--- src/rtl/regfile_test_pkg.sv ---
// Shared constants and state encoding for the register-file test-access responder.
package regfile_test_pkg;

  localparam int RF_NUM_REGS     = 32;
  localparam int RF_ADDR_W       = 5;
  localparam int RF_DATA_W       = 32;
  localparam int RF_DRAIN_CYCLES = 4;

  localparam logic [RF_ADDR_W-1:0] R0_ADDR = '0;

  typedef enum logic [1:0] {
    ST_NORMAL = 2'd0,
    ST_DRAIN  = 2'd1,
    ST_TEST   = 2'd2,
    ST_DUMP   = 2'd3
  } state_e;

endpackage

--- src/rtl/test_port_resp_reg.sv ---
// Registered read-response stage shared by single reads and the dump stream.
module test_port_resp_reg #(
  parameter int ADDR_W = 5,
  parameter int DATA_W = 32
) (
  input  logic              clock,
  input  logic              reset,
  input  logic              issue_i,
  input  logic              last_i,
  input  logic [ADDR_W-1:0] addr_i,
  input  logic [DATA_W-1:0] data_i,
  output logic              valid_o,
  output logic              done_o,
  output logic [ADDR_W-1:0] addr_o,
  output logic [DATA_W-1:0] data_o
);

  logic              valid_q;
  logic              done_q;
  logic [ADDR_W-1:0] addr_q;
  logic [DATA_W-1:0] data_q;

  // Address/data hold their last value between responses; only valid pulses.
  always_ff @(posedge clock or negedge reset) begin
    if (!reset) begin
      valid_q <= 1'b0;
      done_q  <= 1'b0;
      addr_q  <= '0;
      data_q  <= '0;
    end else begin
      valid_q <= issue_i;
      done_q  <= issue_i & last_i;
      if (issue_i) begin
        addr_q <= addr_i;
        data_q <= data_i;
      end
    end
  end

  assign valid_o = valid_q;
  assign done_o  = done_q;
  assign addr_o  = addr_q;
  assign data_o  = data_q;

endmodule

--- src/rtl/regfile_test_port.sv ---
// Test-access responder: passes processor regfile traffic through, or stalls,
// drains and hands the regfile to a test port with single transactions and a full dump.
module regfile_test_port
  import regfile_test_pkg::*;
#(
  parameter int NUM_REGS     = RF_NUM_REGS,
  parameter int ADDR_W       = RF_ADDR_W,
  parameter int DATA_W       = RF_DATA_W,
  parameter int DRAIN_CYCLES = RF_DRAIN_CYCLES
) (
  input  logic              clock,
  input  logic              reset,
  input  logic              test_req,
  output logic              test_grant,
  input  logic              t_valid,
  output logic              t_ready,
  input  logic              t_we,
  input  logic [ADDR_W-1:0] t_addr,
  input  logic [DATA_W-1:0] t_wdata,
  input  logic              dump_start,
  output logic              dump_done,
  output logic              r_valid,
  output logic [ADDR_W-1:0] r_addr,
  output logic [DATA_W-1:0] r_data,
  input  logic              p_we,
  input  logic [ADDR_W-1:0] p_waddr,
  input  logic [DATA_W-1:0] p_wdata,
  input  logic [ADDR_W-1:0] p_raddrA,
  input  logic [ADDR_W-1:0] p_raddrB,
  output logic              proc_stall,
  output logic              rf_we,
  output logic [ADDR_W-1:0] rf_waddr,
  output logic [DATA_W-1:0] rf_wdata,
  output logic [ADDR_W-1:0] rf_raddrA,
  output logic [ADDR_W-1:0] rf_raddrB,
  input  logic [DATA_W-1:0] rf_rdataA
);

  localparam int                DRAIN_W   = (DRAIN_CYCLES > 1) ? $clog2(DRAIN_CYCLES + 1) : 1;
  localparam logic [ADDR_W-1:0] LAST_ADDR = ADDR_W'(NUM_REGS - 1);

  state_e             state_q, state_d;
  logic [DRAIN_W-1:0] drain_q, drain_d;
  logic [ADDR_W-1:0]  dump_q, dump_d;
  logic               stall_q, grant_q, ready_q;

  logic               accept;
  logic               issue;
  logic               last_beat;
  logic [ADDR_W-1:0]  issue_addr;
  logic [DATA_W-1:0]  issue_data;

  assign accept = (state_q == ST_TEST) && t_valid;

  always_comb begin
    state_d = state_q;
    drain_d = drain_q;
    dump_d  = dump_q;
    case (state_q)
      ST_NORMAL: begin
        if (test_req) begin
          state_d = ST_DRAIN;
          drain_d = DRAIN_W'(DRAIN_CYCLES);
        end
      end
      ST_DRAIN: begin
        if (!test_req) begin
          state_d = ST_NORMAL;
        end else if (drain_q == '0) begin
          state_d = ST_TEST;
        end else begin
          drain_d = drain_q - DRAIN_W'(1);
        end
      end
      ST_TEST: begin
        // A transaction in flight keeps us here; a release or dump is handled on an idle cycle.
        if (!t_valid) begin
          if (!test_req) begin
            state_d = ST_NORMAL;
          end else if (dump_start) begin
            state_d = ST_DUMP;
            dump_d  = '0;
          end
        end
      end
      ST_DUMP: begin
        dump_d = dump_q + ADDR_W'(1);
        if (dump_q == LAST_ADDR) begin
          state_d = ST_TEST;
          dump_d  = '0;
        end
      end
      default: state_d = ST_NORMAL;
    endcase
  end

  always_comb begin
    rf_we      = p_we;
    rf_waddr   = p_waddr;
    rf_wdata   = p_wdata;
    rf_raddrA  = p_raddrA;
    issue      = 1'b0;
    last_beat  = 1'b0;
    issue_addr = t_addr;
    case (state_q)
      ST_TEST: begin
        rf_we     = accept && t_we && (t_addr != ADDR_W'(R0_ADDR));
        rf_waddr  = t_addr;
        rf_wdata  = t_wdata;
        rf_raddrA = t_addr;
        issue     = accept && !t_we;
      end
      ST_DUMP: begin
        rf_we      = 1'b0;
        rf_raddrA  = dump_q;
        issue      = 1'b1;
        issue_addr = dump_q;
        last_beat  = (dump_q == LAST_ADDR);
      end
      default: ;
    endcase
  end

  assign rf_raddrB  = p_raddrB;
  assign issue_data = (issue_addr == ADDR_W'(R0_ADDR)) ? '0 : rf_rdataA;

  always_ff @(posedge clock or negedge reset) begin
    if (!reset) begin
      state_q <= ST_NORMAL;
      drain_q <= '0;
      dump_q  <= '0;
      stall_q <= 1'b0;
      grant_q <= 1'b0;
      ready_q <= 1'b0;
    end else begin
      state_q <= state_d;
      drain_q <= drain_d;
      dump_q  <= dump_d;
      stall_q <= (state_d != ST_NORMAL);
      grant_q <= (state_d == ST_TEST) || (state_d == ST_DUMP);
      ready_q <= (state_d == ST_TEST);
    end
  end

  assign proc_stall = stall_q;
  assign test_grant = grant_q;
  assign t_ready    = ready_q;

  test_port_resp_reg #(
    .ADDR_W (ADDR_W),
    .DATA_W (DATA_W)
  ) u_resp (
    .clock   (clock),
    .reset   (reset),
    .issue_i (issue),
    .last_i  (last_beat),
    .addr_i  (issue_addr),
    .data_i  (issue_data),
    .valid_o (r_valid),
    .done_o  (dump_done),
    .addr_o  (r_addr),
    .data_o  (r_data)
  );

endmodule

--- config.mk ---
export PLATFORM = sky130hd
export DESIGN_NAME = regfile_test_port
export DESIGN_NICKNAME = d
export VERILOG_FILES = /design/src/rtl/regfile_test_pkg.sv /design/src/rtl/test_port_resp_reg.sv /design/src/rtl/regfile_test_port.sv
export SDC_FILE = /design/constraint.sdc
export NUM_CORES = 1
export LEC_CHECK = 0
export ABC_AREA = 1
export CORE_UTILIZATION = 38
export DETAILED_ROUTE_END_ITERATION = 12
export GPL_TIMING_DRIVEN = 0
export PLACE_DENSITY = 0.95
export SLEW_MARGIN = 5
export SYNTH_ARGS = -nofsm -noshare
export SYNTH_HDL_FRONTEND = slang
export SYNTH_SLANG_ARGS = --single-unit
--- constraint.sdc ---
create_clock -name clock -period 2.1 [get_ports clock]
set_input_delay 0.21 -clock clock [delete_from_list [all_inputs] [get_ports clock]]
set_output_delay 0.21 -clock clock [all_outputs]
set_load 0.005 [all_outputs]
==> impl_metrics.toml, run 1 <==
[run_status]
status = "finished with violations"
violations = "negative setup slack"

[worst_setup_path]
r2r_slack_ps = 350
reg2reg_from = "test_grant"
r2r_cells = 9
critPathRequiredTime_ps = 1890
endpoint_kind = "output port"
startpoint = "test_grant"
worstPathArrival_ps = 1900
crit_end = "rf_waddr[0]"
timing.rr.end = "u_resp.data_o[20]"
crit_fanout = 10
startpoint_type = "register"
path_class = "reg -> out"

[layout]
area_growth_pct = 82.7
nNetsFinal = 816
diodes = 0
drive_above_1_share_pct = 11.5
design_area_um2 = 5580
layout.cells.non_filler = 791

[detailed_routing]
drt-wirelength-per-cell_um = 16.6
drc = 0
wl_mm = 13.1
vias = 3992
drtAntennaViolNets = 0
first_pass_iters = 5
drt_iter0_drc = 217
vias_per_cell = 5.05

[logic_synthesis]
synth_cell_types = 27
synth_warnings = 0
synthTopCellsByCount = "nand2_1 (230), dfrtp_1 (51), inv_1 (46)"
syn_area_per_cell_um2 = 6.65
async_flop_share_pct = 100
synth.area.top_cells = "dfrtp_1 (42%), nand2_1 (28%), inv_1 (5.7%), nor2_1 (5.2%), nand3_1 (3.1%)"
ys_seq_area_share_pct = 41.8
synth_edf_count = 0
synth_top_area_share_pct = 41.8
synth.most_common_cell = "nand2_1"
yosys.area.top_type = "dfrtp_1"
netlist_area_um2 = 3050
ys.flop_type = "dfrtp_1"
syn_nets = 586
syn_inst = 459
synth-seq-cells = 51

[timing]
fin_ws_ps = -5.48
fin_skew_ps = 10.6
drv_slew = 0
worst_slew_pin_slew_ps = 507
fmax_ghz = 0.475
setup_viol = 1
finalCriticalPeriod_ps = 2110
timing.final.hold_violations = 0
period_share_pct = 100
slew-limit-headroom_pct = 66.2

[die]
die_w_um = 91.6
core_area_um2 = 7730
start_util_pct = 39.5
rows = 32
ios = 213
die-area_um2 = 8390
die_h_um = 91.6

[place]
postPlaceCellArea_um2 = 5270
post-place-ws_ps = 23.9
hpwl_mm = 9.93
placed_cells_incl_taps = 769
place_congestion = 0.884
io_buffer_count = 207

[grt]
grt_util_met3_pct = 7.30
antenna_found_initial = 0
overflow = 0
grt_max_degree = 31
top_usage_layer = "met2"
met2_usage_pct = 52.8
grt_use_met1_pct = 33.6
grt_pass1_wl_mm = 19.3
grt_pass1_vias = 3936
grt_usage_pct = 30.2

[clock_network]
cts.clk_slew.worst_paths_ps = 100
h-tree-depth = 2
clock_path_buffers = 2
cts_buffers = 5
clock-root-buffer = "clkbuf_8"
clk_latency_ps = 310
cts_tree = "built"
cts.sinks = 51

[flow_run]
max_cap_viol_count = 0

[power_and_ir_drop]
power_leakage_uw = 0.00309
pwr_density_cell_nw_per_um2 = 802
peakVddDrop_v = 0.000334

[worst_hold_path]
hold_path_class = "in -> async"
## layout make-up
cell class              count  area (um^2)
repair buffers            223         2240
fillers                   557         2150
multi-input cells         333         1430
flip-flops and latches     51         1280
plain buffers              26          236
inverters                  49          189
well taps                 102          128
clock buffers               5         68.8
clock inverters             2         13.8
## power by group
part           leakage (uW)  internal (uW)  switching [uW]
clock             0.0000440            229             327
sequential         0.000615           1420             263
combinational       0.00243           1320             912
total               0.00309           2970            1500
## sequential cells by signal, summed over array words and instances (netlist names), 3 cells and up
register,flops
dump_q,5
u_resp.addr_o,5
u_resp.data_o,32
drain_q,3
## worst min path at each step
| stage | end | slack, ps |
|---|---|---|
| after floorplan | drain_q[0] | -90 |
| after global placement | u_resp.data_o[24] | 460 |
| after detailed placement | u_resp.data_o[18] | 210 |
| after CTS | u_resp.data_o[28] | 410 |
| after global routing | u_resp.data_o[28] | 450 |
| final | u_resp.addr_o[4] | 400 |
## cell families (layout without fill, tap and decap cells)
group                      after synthesis  after routing  share of synthesized area (%)
and+or+nand+nor                        317            317                           42.4
adders and majority gates                4              4                           1.64
AOI/OAI and AO/OA                       12             12                           2.17
buffers and inverters                   75            305                           12.0
DFF                                     51             51                           41.8
## per-layer routing
| metal | vias to the layer above | share of wire [%] |
|---|---|---|
| met5 | - | 0 |
| met4 | 0 | 5.8 |
| met3 | 63 | 9.8 |
| met2 | 279 | 49 |
| met1 | 1836 | 35 |
| li1 | 1814 | - |
## worst max-delay path, stage by stage (launching register included)
cell and delay [ps]:
dfrtp_1 400, buf_6 140, nand2_4 90, buf_6 130, buf_6 150, nand2_1 70, nand2_1 90, clkdlybuf4s50_1 520
## metrics by stage
step	total power, uW	utilization, %	setup TNS, ps	hold WS (ps)
floorplan	2440	-	0	-85.6
global placement	3740	68.0	-31840	461
detailed placement	3860	68.2	0	213
CTS	4460	70.6	-1.45	408
global route	4780	72.2	-101	450
finish	4470	72.2	-5.48	402
## repair_timing
item,4_1_cts,5_1_grt
hold buffers,1,0
pin swaps,0,1
cloned,2,2
buffers inserted,6,4
endpoints found under the hold margin,21,0
endpoints found under the setup margin,43,31
gates resized for setup,35,39
## cells in the final DEF (no fill, tap or decap), drive strengths merged
cell type,n
nand2,246
clkdlybuf4s50,168
dfrtp,51
inv,48
nor2,44
buf,40
dlymetal6s2s,25
nand3,20
dlygate4sd2,11
clkbuf,9
o21ai,5
a31oi,4
ha,4
nor3,3
clkinv,3
nand4,2
a21oi,2
nand3b,1
or2,1
o22ai,1
dlygate4sd3,1
No activity file was read; power rests on OpenSTA's default activity.
==> run 2, diff against run 1 <==
Settings changed: ABC_CLOCK_PERIOD_IN_PS set to 2100.
==> results of run 2 <==
Final layout, timing and power as in run 1 (identical DEF).
